**config.mk**
```make
export PLATFORM = sky130hd
export DESIGN_NAME = prio_encoder8x3
export DESIGN_NICKNAME = d
export VERILOG_FILES = /design/src/rtl/prio_enc_pkg.sv /design/src/rtl/prio_enc_bit.sv /design/src/rtl/prio_encoder8x3.sv
export SDC_FILE = /design/constraint.sdc
export NUM_CORES = 1
export LEC_CHECK = 0
export CORE_AREA = 2 2 39 41
export CTS_BUF_LIST = sky130_fd_sc_hd__clkbuf_2
export DETAILED_ROUTE_END_ITERATION = 12
export DIE_AREA = 0 0 41 43
export GPL_TIMING_DRIVEN = 0
export SYNTH_ARGS = -nofsm -noshare
export SYNTH_HDL_FRONTEND = slang
export SYNTH_SLANG_ARGS = --single-unit
```
**constraint.sdc**
```tcl
create_clock -name clk -period 0.8 [get_ports clk]
set_input_delay 0.2 -clock clk [delete_from_list [all_inputs] [get_ports clk]]
set_output_delay 0.2 -clock clk [all_outputs]
set_load 0.1 [all_outputs]
```
**src/rtl/prio_enc_pkg.sv**
```systemverilog
`default_nettype none
// ============================================================================
//  Module      : prio_enc_pkg
//  Description : Shared widths and types for the 8-to-3 priority encoder.
//  Revision    : 1.0 - initial release
// ============================================================================
package prio_enc_pkg;

    localparam int PRIO_IN_W  = 8;
    localparam int PRIO_OUT_W = 3;

    typedef logic [PRIO_IN_W-1:0]  prio_req_t;
    typedef logic [PRIO_OUT_W-1:0] prio_idx_t;

endpackage : prio_enc_pkg
`default_nettype wire

```
**src/rtl/prio_enc_bit.sv**
```systemverilog
`default_nettype none
// ============================================================================
//  Module      : prio_enc_bit
//  Description : One combinational output-bit slice of the 8-to-3 priority
//                encoder. BIT (0..2) selects which index bit is produced.
//                The slice is gated by en so a disabled encoder yields 0.
//  Revision    : 1.0 - initial release
// ============================================================================
module prio_enc_bit
    import prio_enc_pkg::*;
#(
    parameter int BIT = 0
) (
    output logic      y_bit,
    input  logic      en,
    input  prio_req_t x
);

    logic w_eq;
    // Not every slice reads every request bit; fold the vector so the port
    // is fully consumed without affecting the result.
    logic w_unused_x;
    assign w_unused_x = ^x;

    generate
        if (BIT == 2) begin : g_bit2
            // Any request in the upper nibble sets the MSB of the index.
            assign w_eq = x[7] | x[6] | x[5] | x[4];
        end else if (BIT == 1) begin : g_bit1
            // Indices 7,6 or, with the upper pair of the nibble clear, 3,2.
            assign w_eq = x[7] | x[6] | (~x[5] & ~x[4] & (x[3] | x[2]));
        end else begin : g_bit0
            // Odd indices, each qualified by all higher even bits being clear.
            assign w_eq = x[7]
                        | (~x[6] & x[5])
                        | (~x[6] & ~x[4] & x[3])
                        | (~x[6] & ~x[4] & ~x[2] & x[1]);
        end
    endgenerate

    // Zero the slice when the encoder is disabled.
    assign y_bit = en & w_eq;

endmodule : prio_enc_bit
`default_nettype wire

```
**src/rtl/prio_encoder8x3.sv**
```systemverilog
`default_nettype none
// ============================================================================
//  Module      : prio_encoder8x3
//  Description : Registered 8-to-3 priority encoder with enable and valid.
//                y reports the index of the highest set bit of x one clock
//                after sampling; valid flags that a request was present.
//                Optional macro PRIO_ENC_EO_EN adds the cascading enable-out
//                port eo (registered en & no-request).
//  Revision    : 1.0 - initial release
// ============================================================================
module prio_encoder8x3
    import prio_enc_pkg::*;
(
    input  logic      clk,
    input  logic      rst,
    input  logic      en,
    input  prio_req_t x,
    output prio_idx_t y,
`ifdef PRIO_ENC_EO_EN
    output logic      eo,
`endif
    output logic      valid
);

    prio_idx_t w_idx;
    logic      w_hit;
    prio_idx_t r_y;
    logic      r_valid;

    // One combinational slice per index bit; each is already gated by en.
    generate
        for (genvar i = 0; i < PRIO_OUT_W; i++) begin : g_slice
            prio_enc_bit #(
                .BIT (i)
            ) u_bit (
                .y_bit (w_idx[i]),
                .en    (en),
                .x     (x)
            );
        end
    endgenerate

    // A request is reported only when enabled and at least one bit is set.
    assign w_hit = en & (|x);

    // Output registers; reset wins over any sampled request.
    always_ff @(posedge clk) begin
        if (rst) begin
            r_y     <= '0;
            r_valid <= 1'b0;
        end else begin
            r_y     <= w_hit ? w_idx : '0;
            r_valid <= w_hit;
        end
    end

    assign y     = r_y;
    assign valid = r_valid;

`ifdef PRIO_ENC_EO_EN
    logic r_eo;

    // Enable-out: this stage was enabled but saw no request, so a lower
    // priority stage may take its turn.
    always_ff @(posedge clk) begin
        if (rst) begin
            r_eo <= 1'b0;
        end else begin
            r_eo <= en & ~(|x);
        end
    end

    assign eo = r_eo;
`endif

endmodule : prio_encoder8x3
`default_nettype wire

```
== After elaboration in Yosys (flattened, before gate mapping) ==
Cells that the tools add are included.

* Bits in registers: 4
* Bits in latches: 0
* Memory bits (writable): 0
* Memory bits (read-only): 0
* Bits of input ports: 11
* Output and inout bits: 4
* Logic and storage cells: 28
* Memories: 0

* Add/subtract/negate cells: 0
* $mul: 0
* Div/mod/pow operators: 0
* Order comparisons: 0
* Equality and inequality tests: 0
* Shift operators: 0
* Mux-type cells: 0
* Bitwise logic cells: 24
* Reduce and logical (&&, ||, !) cells: 2

{| class="wikitable"
|+ Operator list
! cell !! count
|-
| 1-bit AND || 11
|-
| 1-bit OR || 8
|-
| 8-bit OR reduction || 1
|-
| 1-bit inverter || 5
|-
| 2-bit OR reduction || 1
|}

== Logic depth before layout (Yosys ltp) ==
* Word-level depth: 6
* Mapped depth: 3
* Mapped depth without buffers: 3

== Hierarchy ==
From an unflattened synthesis, not the netlist that was laid out.

* Cell total of the unflattened synthesis: 25
* Area total of the unflattened synthesis: 211.5 um2

{| class="wikitable"
|+ Modules (own cells, without submodules)
! module !! instances !! cells each !! area an instance (um2) !! seq. area each (um2)
|-
| prio_encoder8x3 || 1 || 14 || 150.1 || 80.1
|-
| prio_enc_bit at g_slice[0].u_bit || 1 || 7 || 32.5 || 0.0
|-
| prio_enc_bit at g_slice[1].u_bit || 1 || 3 || 17.5 || 0.0
|-
| prio_enc_bit at g_slice[2].u_bit || 1 || 1 || 11.3 || 0.0
|}

== Worst setup path before layout ==
No wires, ideal clock.

* Path kind: register -> output
* From: register r_valid (netlist: valid)
* To: output valid
* Arrival: 0.909 ns
* Data required time: 0.600 ns
* Setup slack: -0.309 ns
* Cell stages (with the launch flop): 1
* Path buffers: 0
* Cells stage by stage: dfxtp_1

{| class="wikitable"
|+ RTL lines
! item !! RTL line !! source
|-
| start, declared || prio_encoder8x3.sv:28 || <nowiki>logic r_valid;</nowiki>
|-
| start signal, assigned || prio_encoder8x3.sv:53 || <nowiki>r_valid <= w_hit;</nowiki>
|-
| end, declared || prio_encoder8x3.sv:22 || <nowiki>output logic valid</nowiki>
|}

No word-level cell between the ends.

== Final worst setup path ==
* From: register r_y[0] (netlist: y[0])
* To: output y[0]

{| class="wikitable"
|+ RTL lines
! item !! RTL line !! source
|-
| start, declared || prio_encoder8x3.sv:27 || <nowiki>prio_idx_t r_y;</nowiki>
|-
| start signal, assigned || prio_encoder8x3.sv:52 || <nowiki>r_y <= w_hit ? w_idx : '0;</nowiki>
|-
| end, declared || prio_encoder8x3.sv:18 || <nowiki>output prio_idx_t y,</nowiki>
|}

No word-level cell between the ends.

==> results.yml <==
clocking:
  clkSinkCount: 4
  htreeDepth: 1
  clockBufferDepth: 2
  numCtsBuffers: 3
  cts_tree: "built"
  cts-root-buf: "clkbuf_2"
  ctsHoldBuffers: 0
  clkSlewWorstSetupHoldPaths_ps: 40
final_layout:
  nNetsFinal: 52
  n_antenna_cell: 0
  drive_gt1_frac: 0.667
  fillers: 151
  finalCoreUtilization: 0.301
  areaGrowthSynthToFinish_pct: 150
pwr:
  power.switching_mw: 0.211
  powerDensity_nw_per_um2: 1460
  power.share.combinational: 0.355
  finalPower_mw: 0.607
  peakVddDrop_v: 0.000332
  swShare: 0.348
  pwr-share-seq: 0.354
  p_leak_nw: 0.179
  clkPwrFrac: 0.291
  p_int_mw: 0.396
routing:
  via_per_inst: 3.85
  wirelength_um: 424
  drc: 0
  dr_total_vias: 212
  drtPass1Iterations: 3
  postRouteAntennaNets: 0
  wl_per_cell_um: 7.71
  drtIter0Drc: 1
placement:
  place_hpwl_um: 347
  place_congestion: 0.680
  port_buffers: 14
  place_ws_ps: -832
critical_path:
  critPathMaxStageDelay_ps: 340
  crit_buf_inv: 1
  critPathSlowestCell: "dfxtp_4"
  cp.arrival_ps: 710
  critical-path-top-delay-family: "flip-flops"
  path_class: "reg2out"
  cp-end-kind: "output pin"
  critPathLaunchType: "flop"
  critPathMaxFanout: 1
  cp_cell_sequence: "buf_12"
  cp.depth: 1
  worstPathRequired_ps: 600
global_routing:
  grt_max_degree: 5
  grt_first_pass_wirelength_um: 772
  grt_pass1_vias: 217
  grt.total_usage: 0.0701
  grt_overflow: 0
  antenna_found_initial: 0
die:
  start_util: 0.120
  core-area_sq_um: 1380
  rows: 14
  ios: 15
  die_x_um: 41
  dieArea_sq_um: 1760
  die_h_um: 43
sta:
  slew-limit-headroom: 0.840
  fin_crit_sh: 1.13
  max_clock_freq_ghz: 1.10
  min_period_ps: 906
  setup_slack_ps: -106
  tns_ps: -417
  slew_viol_final: 0
  rsz0062_at_grt: "true"
  tightest_slew_ps: 237
  setup_violations: 4
  hold_violations: 0
logic_synthesis:
  synthCells: 19
  syn-cell-area_sq_um: 166
  ys_types: 11
  synth_fp_nets: 30
  synth_seq_cells: 4
  syn_area_per_cell_sq_um: 8.76
  synth-seq-area-share: 0.481
  yosysWarnings: 0
run_status:
  status: "finished, violations left"
  failed_checks: "negative setup slack"
min_path:
  hold_class: "in2reg"
  hold_depth: 3
run:
  cap_violations: 0
## layer usage
layer	global-route usage	vias to the layer above	part of all wire	wire (um)
li1	-	109	-	-
met1	0.0703	93	0.38	161
met5	0	-	0	0
met3	0.0157	0	0.080	34
met4	0.100	0	0	0
met2	0.0938	10	0.54	227
## per-stage QoR
stage               std cells  hold WS [ps]  instance area (sq um)
floorplan                  19           315                    196
global placement           49           831                    357
detailed placement         49           835                    357
CTS                        55           298                    425
global route               55           312                    417
finish                     55           316                    417
## registers in the layout (all words and copies together) (netlist names)
name   count
valid      1
y          3
## timing repair
action	in CTS	in global routing
setup buffers	3	0
pin swaps	3	3
setup endpoints to repair	8	5
gates resized for setup	67	3
## cell type report
type                    count  area (sq um)  share of cell area
inverters                   1          3.75             0.00901
repair buffers             17           165               0.396
multi-input cells          14           118               0.282
flip-flops and latches      4          95.1               0.228
clock buffers               3          15.0              0.0360
well taps                  16          20.0              0.0480
## layout by cell type (no fill, tap or decap)
cell type / n
clkbuf_2: 5
a21oi_1: 2
clkdlybuf4s15_1: 1
buf_12: 4
nor4_4: 2
a21boi_2: 1
o21ai_0: 2
dlygate4sd2_1: 2
buf_4: 3
dfxtp_4: 4
a21oi_2: 1
nor2b_1: 1
inv_1: 1
buf_2: 5
nor2_1: 4
nand2b_4: 1
## worst paths after layout
check,startpoint,endpoint,slack (ps)
max,y[0],y[0],-110
min,x[6],y[1],320
## cells in the mapped netlist
| cell | n | area share |
|---|---|---|
| nor2_1 | 4 | 0.090 |
| nor2b_1 | 1 | 0.038 |
| a21boi_0 | 1 | 0.045 |
| a21oi_2 | 1 | 0.053 |
| inv_1 | 1 | 0.023 |
| nor4_1 | 1 | 0.038 |
| nor4_2 | 1 | 0.075 |
| a21oi_1 | 2 | 0.060 |
| nand2b_1 | 1 | 0.038 |
| dfxtp_1 | 4 | 0.48 |
| o21ai_0 | 2 | 0.060 |
## power by group through the flow
stage | Sequential, mW | Clock (mW) | Combinational [mW]
floorplan | 0.295 | 0 | 0.0228
global placement | 0.212 | 0 | 0.193
detailed placement | 0.212 | 0 | 0.194
CTS | 0.215 | 0.190 | 0.219
global route | 0.215 | 0.202 | 0.228
finish | 0.215 | 0.177 | 0.216
## logic make-up after synthesis
family                 share of synthesized area
AOI/OAI and AO/OA                          0.218
buffers and inverters                     0.0225
DFF                                        0.481
and+or+nand+nor                            0.278
No activity file was read; power rests on OpenSTA's default activity.
